--- config.mk ---
export PLATFORM = sky130hd
export DESIGN_NAME = uart_hex_display
export DESIGN_NICKNAME = d
export VERILOG_FILES = /design/src/rtl/seven_seg_pkg.sv /design/src/rtl/uart_rx.sv /design/src/rtl/uart_hex_display.sv
export SDC_FILE = /design/constraint.sdc
export NUM_CORES = 1
export LEC_CHECK = 0
export BUFFER_PORTS_ARGS = -buffer_cell sky130_fd_sc_hd__buf_2
export CAP_MARGIN = 30
export CORE_UTILIZATION = 25
export CTS_BUF_LIST = sky130_fd_sc_hd__clkbuf_8
export CTS_CLUSTER_SIZE = 30
export DETAILED_ROUTE_END_ITERATION = 10
export PLACE_DENSITY_LB_ADDON = 0.15
export SYNTH_ARGS = -nofsm -noshare
export SYNTH_HDL_FRONTEND = slang
export SYNTH_SLANG_ARGS = --single-unit
--- constraint.sdc ---
create_clock -name clk -period 2.7 [get_ports clk]
set_input_delay 0.27 -clock clk [delete_from_list [all_inputs] [get_ports clk]]
set_output_delay 0.27 -clock clk [all_outputs]
set_load 0.02 [all_outputs]
--- src/rtl/seven_seg_pkg.sv ---
// Shared constants and helpers for the seven-segment display and the UART front end.
package seven_seg_pkg;

    // Glyphs, active-low, bit order .gfedcba (bit 7 = decimal point)
    localparam logic [7:0] SEG_0   = 8'hC0;
    localparam logic [7:0] SEG_1   = 8'hF9;
    localparam logic [7:0] SEG_2   = 8'hA4;
    localparam logic [7:0] SEG_3   = 8'hB0;
    localparam logic [7:0] SEG_4   = 8'h99;
    localparam logic [7:0] SEG_5   = 8'h92;
    localparam logic [7:0] SEG_6   = 8'h82;
    localparam logic [7:0] SEG_7   = 8'hF8;
    localparam logic [7:0] SEG_8   = 8'h80;
    localparam logic [7:0] SEG_9   = 8'h90;
    localparam logic [7:0] SEG_A   = 8'h88;
    localparam logic [7:0] SEG_B   = 8'h83;
    localparam logic [7:0] SEG_C   = 8'hC6;
    localparam logic [7:0] SEG_D   = 8'hA1;
    localparam logic [7:0] SEG_E   = 8'h86;
    localparam logic [7:0] SEG_F   = 8'h8E;
    localparam logic [7:0] SEG_DOT = 8'h7F;

    // Control characters understood by the decoder
    localparam logic [7:0] ASC_ESC = 8'h1B;
    localparam logic [7:0] ASC_DOT = 8'h2E;

    typedef enum logic [1:0] {
        RX_IDLE,
        RX_START,
        RX_DATA,
        RX_STOP
    } rx_state_t;

    function automatic logic [7:0] hex_to_seg(input logic [3:0] nibble);
        case (nibble)
            4'h0:    return SEG_0;
            4'h1:    return SEG_1;
            4'h2:    return SEG_2;
            4'h3:    return SEG_3;
            4'h4:    return SEG_4;
            4'h5:    return SEG_5;
            4'h6:    return SEG_6;
            4'h7:    return SEG_7;
            4'h8:    return SEG_8;
            4'h9:    return SEG_9;
            4'hA:    return SEG_A;
            4'hB:    return SEG_B;
            4'hC:    return SEG_C;
            4'hD:    return SEG_D;
            4'hE:    return SEG_E;
            default: return SEG_F;
        endcase
    endfunction

    // True for '0'-'9', 'A'-'F', 'a'-'f'
    function automatic logic is_hex_char(input logic [7:0] c);
        return (c >= 8'h30 && c <= 8'h39) ||
               (c >= 8'h41 && c <= 8'h46) ||
               (c >= 8'h61 && c <= 8'h66);
    endfunction

    // Nibble value of a character already known to be hex; letters share low bits 1..6
    function automatic logic [3:0] hex_char_value(input logic [7:0] c);
        if (c <= 8'h39) begin
            return c[3:0];
        end
        return c[3:0] + 4'd9;
    endfunction

endpackage

--- src/rtl/uart_rx.sv ---
// 8N1 UART receiver: 2-flop synchronizer, falling-edge start detect, mid-bit sampling.
module uart_rx
    import seven_seg_pkg::*;
#(
    parameter int CLKS_PER_BIT = 868
) (
    input  logic       clk,
    input  logic       rst,
    input  logic       rx_i,
    output logic [7:0] data,
    output logic       byte_valid
);

    localparam int              CNT_W     = $clog2(CLKS_PER_BIT);
    localparam logic [CNT_W-1:0] HALF_LAST = CNT_W'(CLKS_PER_BIT / 2 - 1);
    localparam logic [CNT_W-1:0] BIT_LAST  = CNT_W'(CLKS_PER_BIT - 1);

    logic             rx_meta_q, rx_sync_q, rx_prev_q;
    rx_state_t        state_q, state_d;
    logic [CNT_W-1:0] cnt_q, cnt_d;
    logic [2:0]       bit_idx_q, bit_idx_d;
    logic [7:0]       shift_q, shift_d;
    logic             fall;

    assign fall = rx_prev_q & ~rx_sync_q;

    // State register: synchronizer, FSM state and receive datapath
    always_ff @(posedge clk) begin
        // NOTE: every sequential assignment is non-blocking so all flops sample pre-edge values.
        if (rst) begin
            rx_meta_q <= 1'b1;
            rx_sync_q <= 1'b1;
            rx_prev_q <= 1'b1;
            state_q   <= RX_IDLE;
            cnt_q     <= '0;
            bit_idx_q <= '0;
            shift_q   <= '0;
        end else begin
            rx_meta_q <= rx_i;
            rx_sync_q <= rx_meta_q;
            rx_prev_q <= rx_sync_q;
            state_q   <= state_d;
            cnt_q     <= cnt_d;
            bit_idx_q <= bit_idx_d;
            shift_q   <= shift_d;
        end
    end

    // Next-state logic: bit timing, glitch rejection and LSB-first shifting
    always_comb begin
        // NOTE: defaults first so no path through the case leaves a signal unassigned (no latch).
        state_d   = state_q;
        cnt_d     = cnt_q + CNT_W'(1);
        bit_idx_d = bit_idx_q;
        shift_d   = shift_q;
        case (state_q)
            RX_IDLE: begin
                cnt_d = '0;
                if (fall) state_d = RX_START;
            end
            RX_START: begin
                if (cnt_q == HALF_LAST) begin
                    cnt_d     = '0;
                    bit_idx_d = '0;
                    state_d   = rx_sync_q ? RX_IDLE : RX_DATA;
                end
            end
            RX_DATA: begin
                if (cnt_q == BIT_LAST) begin
                    cnt_d     = '0;
                    shift_d   = {rx_sync_q, shift_q[7:1]};
                    bit_idx_d = bit_idx_q + 3'd1;
                    if (bit_idx_q == 3'd7) state_d = RX_STOP;
                end
            end
            RX_STOP: begin
                if (cnt_q == BIT_LAST) begin
                    cnt_d   = '0;
                    state_d = RX_IDLE;
                end
            end
            default: state_d = RX_IDLE;
        endcase
    end

    // Outputs: one-cycle strobe on a good stop bit; a low stop bit drops the byte
    always_comb begin
        byte_valid = (state_q == RX_STOP) && (cnt_q == BIT_LAST) && rx_sync_q;
        data       = shift_q;
    end

endmodule

--- src/rtl/uart_hex_display.sv ---
// Host hex text over UART onto the multiplexed 4-digit seven-segment display.
module uart_hex_display
    import seven_seg_pkg::*;
#(
    parameter int CLK_HZ = 100_000_000,
    parameter int BAUD   = 115200,
    parameter int SCAN_W = 16
) (
    input  logic       clk,
    input  logic       rst,
    input  logic       usb_rx,
    output logic       usb_tx,
    output logic [7:0] led,
    output logic [3:0] io_sel,
    output logic [7:0] io_seg
);

    localparam int CLKS_PER_BIT = CLK_HZ / BAUD;

    logic [7:0]        rx_data;
    logic              rx_valid;
    logic [7:0]        led_q, led_d;
    logic [3:0][3:0]   digits_q, digits_d;
    logic [3:0]        dp_q, dp_d;
    logic [SCAN_W-1:0] scan_cnt_q;
    logic [1:0]        idx_q;
    logic [3:0]        sel_q, sel_d;
    logic [7:0]        seg_q, seg_d;
    logic [1:0]        digit_idx;
    logic              scan_tick;

    uart_rx #(
        .CLKS_PER_BIT(CLKS_PER_BIT)
    ) u_rx (
        .clk       (clk),
        .rst       (rst),
        .rx_i      (usb_rx),
        .data      (rx_data),
        .byte_valid(rx_valid)
    );

    assign usb_tx = 1'b1;
    assign led    = led_q;
    assign io_sel = sel_q;
    assign io_seg = seg_q;

    // Byte decode: hex shifts in a nibble, '.' marks digit0, ESC blanks everything
    always_comb begin
        led_d    = led_q;
        digits_d = digits_q;
        dp_d     = dp_q;
        if (rx_valid) begin
            led_d = rx_data;
            if (is_hex_char(rx_data)) begin
                digits_d = {digits_q[2:0], hex_char_value(rx_data)};
                dp_d     = '0;
            end else if (rx_data == ASC_DOT) begin
                dp_d[0] = 1'b1;
            end else if (rx_data == ASC_ESC) begin
                digits_d = '0;
                dp_d     = '0;
            end
        end
    end

    // Scan: index 0 shows the leftmost digit (digit3); the wrap of the prescaler is the tick
    always_comb begin
        scan_tick = &scan_cnt_q;
        digit_idx = 2'd3 - idx_q;
        sel_d     = ~(4'b1000 >> idx_q);
        seg_d     = hex_to_seg(digits_q[digit_idx]) & (dp_q[digit_idx] ? SEG_DOT : 8'hFF);
    end

    // Registers: decode state, free-running prescaler, and the display drivers on each tick
    always_ff @(posedge clk) begin
        if (rst) begin
            led_q      <= '0;
            digits_q   <= '0;
            dp_q       <= '0;
            scan_cnt_q <= '0;
            idx_q      <= '0;
            sel_q      <= 4'hF;
            seg_q      <= 8'hFF;
        end else begin
            led_q      <= led_d;
            digits_q   <= digits_d;
            dp_q       <= dp_d;
            scan_cnt_q <= scan_cnt_q + SCAN_W'(1);
            if (scan_tick) begin
                idx_q <= idx_q + 2'd1;
                sel_q <= sel_d;
                seg_q <= seg_d;
            end
        end
    end

endmodule

==> impl_metrics.yaml, run 1 <==
timing:
  fmax_mhz: 439
  fin_skew_ps: 10.2
  final.setup.tns_ps: 0
  tightestPinTransition_ps: 698
  finalCriticalPeriod_ps: 2280
  relSlewSlack_pct: 53.5
  hold_ws_ps: 91.9
  slew_violations: 0
  min_period_over_period_pct: 84.5
  rsz0062_at_grt: "no"
  finalSetupViolations: 0
  hold_viol: 0
floorplan:
  rows: 45
  fp.dieH_um: 128
  io_pins: 24
  start_util_pct: 25.8
  die_area_mm2: 0.0163
  die_w_um: 128
  core_area_mm2: 0.0153
critical_path:
  worst-path-max-fanout: 10
  critPathSlowestCell: "mux4_2"
  end_kind: "flip-flop"
  critical_path_class: "flip-flop to flip-flop"
  crit_path_cell_trace: "mux4_2 > inv_1 > ha_1 > inv_1 > mux2i_1 > nor2_1 > a31o_2 > o21ai_1"
  reg2regPathDepth: 8
  required_ps: 3000
  slowest_delay_ps: 640
  r2r_start: "idx_q[0]"
  crit_top_cell: "inv_1"
  reg2reg_to: "io_seg[3]"
  arrival_ps: 2580
  start_kind: "flip-flop"
  r2r_slack_ps: 420
cts:
  postCtsSetupBuffers: 0
  cts_tree: "built"
  h-tree-depth: 3
  cts_resized: 0
  clock_sinks: 81
  cts.reportedPaths.clkPinSlew_ps: 90
  ctsHoldBuffers: 0
  root_buffer: "clkbuf_8"
  numCtsBuffers: 9
  clock_path_buffers: 2
  clk_latency_ps: 370
detailed_routing:
  first_iter_violations: 107
  via_per_inst: 4.55
  wl_um: 8330
  drc: 0
  num_vias: 3110
  firstDrtPassIters: 4
  ant_nets: 0
  wl_per_cell_um: 12.2
pwr:
  power_density_mw_per_mm2: 512
  cellLeakagePower_nw: 1.52
  irDropWorstVdd_v: 0.000301
  power_mw: 2.31
placement:
  port_buffers: 22
  gp_congestion: 0.747
  post_dp_cell_area_mm2: 0.00428
  dpl.hpwl_um: 5710
synth:
  netlist_top_cells_count: "dfxtp_1, nand2_1, nor2_1, nand3_1, a21oi_1"
  yosysWarnings: 0
  syn_nets: 476
  synth_top_cell_area_share_pct: 41.1
  syn-instance-count: 450
  yosys.cell_types.count: 59
  syn_area_per_cell_um2: 8.77
  synth_top_area_cell: "dfxtp_1"
  synth.most_common_cell: "dfxtp_1"
  netlist_area_mm2: 0.00395
  synth-edff-count: 0
  ys_ff_latch: 81
  ys.flop_type: "dfxtp_1"
  synth.area.top_cells: "dfxtp_1, ha_1, nand3_1, nand2_1, nor2_1"
  async_reset_ff_share_pct: 0
  synth-seq-area-share_pct: 41.1
final_layout:
  nNetsFinal: 493
  drive_gt1_share_pct: 12.9
  antenna_cells: 0
  utilization_pct: 29.4
  syn2layout_area_growth_pct: 14.2
  fin_area_mm2: 0.00451
global_route:
  gr-total-overflow: 0
  grt_antenna_before_repair: 0
  grt_max_degree: 39
  grt_pass1_wl_um: 14700
  grt_pass1_vias: 3098
  grt_use_total_pct: 11.4
min_path:
  whs_path_depth: 2
  hold_end: "u_rx.rx_meta_q"
  min-delay-start: "usb_rx"
  min_path_type: "primary input to flip-flop"
run_status:
  outcome: "finished clean"
job:
  drv_cap: 0
metrics by stage:
stage	worst slack [ps]	instances
2_1_floorplan	674	450
3_3_place_gp	531	667
3_5_place_dp	442	667
4_1_cts	408	683
5_1_grt	271	683
6_report	420	683
worst max-delay path: cells and delay by family (launching register included):
family	cells	cell delay [ps]
AO/OA/AOI/OAI	2	320
adder cells (fa/ha/maj)	1	270
multiplexers	2	770
AND/OR/NAND/NOR	1	50
flip-flops	1	610
buffers and inverters	2	190
layer usage:
layer / GRT usage (%) / vias up / wire, um
met3: 3.98 / 10 / 347
li1: - / 1593 / -
met1: 13.5 / 1463 / 3980
met2: 19.0 / 44 / 3870
met5: 0 / - / 0
met4: 4.15 / 0 / 127
cell families after synthesis:
kind of cell             count (synthesis)  synth area share (%)
buffers and inverters                   39                  3.93
adder cells (fa/ha/maj)                 23                  7.29
XOR/XNOR                                25                  5.55
other                                    1                0.0950
flip-flops                              81                  41.1
multiplexers                            12                  4.66
AND/OR/NAND/NOR                        187                  24.0
AO/OA/AOI/OAI                           82                  13.4
worst max path at each step:
| stage | slack (ps) | end | startpoint | cells past startpoint |
|---|---|---|---|---|
| 3_5_place_dp | 440 | io_seg[3] | idx_q[0] | 8 |
| 5_1_grt | 270 | io_seg[3] | idx_q[0] | 8 |
| 2_1_floorplan | 670 | io_seg[4] | idx_q[0] | 6 |
| 3_3_place_gp | 530 | io_seg[3] | idx_q[0] | 8 |
| 4_1_cts | 410 | io_seg[3] | idx_q[0] | 8 |
| 6_report | 420 | io_seg[3] | idx_q[0] | 8 |
area by class of cell:
class | instances | area, um2
Fill cell | 1663 | 10800
Multi-Input combinational cell | 330 | 2170
Sequential cell | 81 | 1620
Tap cell | 211 | 264
Timing Repair Buffer | 29 | 163
Clock buffer | 10 | 138
Clock inverter | 6 | 90.1
Inverter | 16 | 60.1
sequential cells by signal (all words and copies together), names as in the netlist, named ones only:
signal / flops
u_rx.bit_idx_q: 3
u_rx.cnt_q: 10
scan_cnt_q: 16
dp_q: 1
io_sel: 4
idx_q: 2
led: 8
u_rx.data: 8
u_rx.rx_sync_q: 1
u_rx.rx_meta_q: 1
digits_q: 16
u_rx.rx_prev_q: 1
io_seg: 8
u_rx.state_q: 1
power breakdown:
group	leakage, nW	switching, mW	internal (mW)
clock network	0.113	0.463	0.549
logic	0.758	0.0535	0.0298
registers	0.654	0.0112	1.20
total	1.52	0.527	1.78
cell usage in the layout (no fill, tap or decap), drive strengths merged, types with 2 or more instances in the layout:
| cell | n |
|---|---|
| and3 | 6 |
| a21oi | 29 |
| mux4 | 5 |
| clkbuf | 10 |
| dfxtp | 81 |
| a211oi | 4 |
| o21ai | 21 |
| a31oi | 4 |
| inv | 17 |
| nor2b | 2 |
| xnor2 | 14 |
| nand4 | 5 |
| nor3b | 2 |
| nor4 | 2 |
| nor2 | 42 |
| o31ai | 3 |
| o211ai | 3 |
| o21bai | 2 |
| a211o | 4 |
| or3 | 7 |
| buf | 29 |
| ha | 23 |
| or2 | 6 |
| nand3b | 2 |
| nand2b | 16 |
| mux2i | 6 |
| xor2 | 11 |
| clkinv | 2 |
| nand3 | 39 |
| nor3 | 7 |
| bufinv | 2 |
| or3b | 2 |
| nand2 | 44 |
Power figures use the tool's default switching activity.
==> inputs of run 2 (changes only) <==
ABC_AREA = 1   (was not set)
clock period = 2.16 ns   (was 2.7 ns; I/O delays follow)
==> run 2 against run 1 <==
Clock skew up 3.4 ps. Global-route usage down 0.45 points. Maximum frequency up 24%. Synthesized cell count up 19%. Highest routed layer unchanged.
==> impl_metrics.yaml, run 2 <==
final_layout:
  nNetsFinal: 582
  final_cell_mix: "nand2_1, dfxtp_1, a21oi_1"
  register_area_mm2: 0.00162
  syn2layout_area_growth_pct: 14.1
  nFillCells: 1663
  biggestRegsByFlops: "digits_q x16, scan_cnt_q x16, u_rx.cnt_q x10"
  final_common_cell: "nand2_1"
  utilization_pct: 29.3
  drive_gt1_share_pct: 11.1
  multi_input_area_mm2: 0.00201
  antenna_cells: 0
critical_path:
  start_kind: "flip-flop"
  crit_family: "simple AND/OR/NAND/NOR gates"
  crit_path_cell_trace: "ha_1 > nand2_1 > nor2_2 > nand3_2 > nor3_4 > inv_2 > a21oi_1 > nand2_1 > nand2_1 > nor2_1"
  arrival_ps: 2100
  slowest_delay_ps: 380
  crit_top_cell: "nand2_1"
  required_ps: 2410
  critPathBufInv: 1
  critPathSlowestCell: "dfxtp_1"
  end_kind: "flip-flop"
  worst-path-max-fanout: 4
  critical_path_class: "flip-flop to flip-flop"
job:
  drv_cap: 0
pwr:
  power_mw: 2.86
  p_sw_mw: 0.620
  power_density_mw_per_mm2: 640
  switching_share_pct: 21.7
  power.share.combinational_pct: 3.8
  cellLeakagePower_nw: 1.70
  clkPwrFrac_pct: 43.2
  sequentialPowerShare_pct: 52.9
  irDropWorstVdd_v: 0.000225
  intPower_mw: 2.24
synth:
  synth_top_cell_area_share_pct: 41.3
  netlist_top_cells_count: "nand2_1, dfxtp_1, a21oi_1, nor2_1, inv_1"
  async_reset_ff_share_pct: 0
  netlist_area_mm2: 0.00392
  syn_nets: 561
  synth_top_area_cell: "dfxtp_1"
  synth.area.top_cells: "dfxtp_1, nand2_1, a21oi_1, ha_1, nor2_1"
  syn-instance-count: 535
  synth-seq-area-share_pct: 41.3
  synth-edff-count: 0
  synth.most_common_cell: "nand2_1"
  yosysWarnings: 0
  ys_ff_latch: 81
  yosys.cell_types.count: 37
  syn_area_per_cell_um2: 7.33
  ys.flop_type: "dfxtp_1"
cts:
  cts.reportedPaths.clkPinSlew_ps: 90
  h-tree-depth: 3
  numCtsBuffers: 9
  clk_latency_ps: 350
  ctsHoldBuffers: 0
  clock_path_buffers: 2
  cts_tree: "built"
  postCtsSetupBuffers: 0
  clock_sinks: 81
  cts_resized: 0
  root_buffer: "clkbuf_8"
detailed_routing:
  firstDrtPassIters: 4
  via_per_inst: 4.27
  drc: 0
  wl_per_cell_um: 10.8
  ant_nets: 0
  first_iter_violations: 124
  num_vias: 3299
  wl_um: 8340
floorplan:
  die_w_um: 127
  fp.dieH_um: 127
  io_pins: 24
  rows: 45
  start_util_pct: 25.7
  core_area_mm2: 0.0153
  die_area_mm2: 0.0162
global_route:
  grt_antenna_before_repair: 0
  grt_pass1_vias: 3102
  gr-total-overflow: 0
  grt_max_degree: 40
  grt_use_total_pct: 10.9
  grt_pass1_wl_um: 14200
placement:
  dpl.hpwl_um: 6050
  gp_congestion: 0.815
  port_buffers: 22
timing:
  fin_skew_ps: 13.7
  min_period_over_period_pct: 85.4
  finalSetupViolations: 0
  tightestPinTransition_ps: 567
  finalCriticalPeriod_ps: 1850
  hold_viol: 0
  rsz0062_at_grt: "no"
  final.setup.tns_ps: 0
  fmax_mhz: 542
  slew_violations: 0
  relSlewSlack_pct: 62.2
min_path:
  min_path_type: "primary input to flip-flop"
run_status:
  outcome: "finished clean"
==> run 2: metal layers <==
layer  track usage [%]  vias to the layer above  share of wire, %
met1              13.4                     1469                48
met5                 0                        -                 0
li1                  -                     1785                 -
met3              2.39                        9               2.3
met2              18.4                       36                48
met4              4.83                        0               1.6
==> run 2: final timing paths <==
kind | from | endpoint | slack [ps] | cells past startpoint
max | u_rx.cnt_q[0] | digits_q[1] | 310 | 10
min | usb_rx | u_rx.rx_meta_q | 40 | 2
max reg2reg | u_rx.cnt_q[0] | digits_q[1] | 310 | 10
min reg2reg | u_rx.rx_meta_q | u_rx.rx_sync_q | 420 | 1
==> run 2: power by group through the flow <==
stage | logic (mW) | registers, mW | clock network (mW)
final | 0.110 | 1.51 | 1.24
after global routing | 0.125 | 1.52 | 1.37
after CTS | 0.111 | 1.51 | 1.31
after detailed placement | 0.110 | 1.55 | 0
after global placement | 0.110 | 1.55 | 0
after floorplan | 0.0851 | 1.55 | 0
==> run 2: cell type report <==
type / count / area share, %
inverters: 53 / 4.45
flip-flops and latches: 81 / 36.2
clock buffers: 11 / 3.38
multi-input cells: 385 / 45.0
repair buffers: 26 / 3.41
well taps: 211 / 5.90
clock inverters: 5 / 1.59
==> run 2: cell families after synthesis <==
kind of cell	Yosys count	share of synthesized area [%]
compound gates	110	15.0
buf+inv	69	7.30
simple gates	247	28.0
other cells	1	0.0956
fa+ha+maj	23	7.34
xor+xnor	4	0.893
flops	81	41.3
==> run 2: metrics by stage <==
stage | setup WS (ps) | instances | area, um2 | hold slack, ps
global placement | 302 | 756 | 4250 | 394
finish | 314 | 772 | 4470 | 39.7
floorplan | 455 | 535 | 3920 | 320
CTS | 290 | 772 | 4470 | 8.60
global route | 57.2 | 772 | 4470 | 11.6
detailed placement | 296 | 756 | 4250 | 400
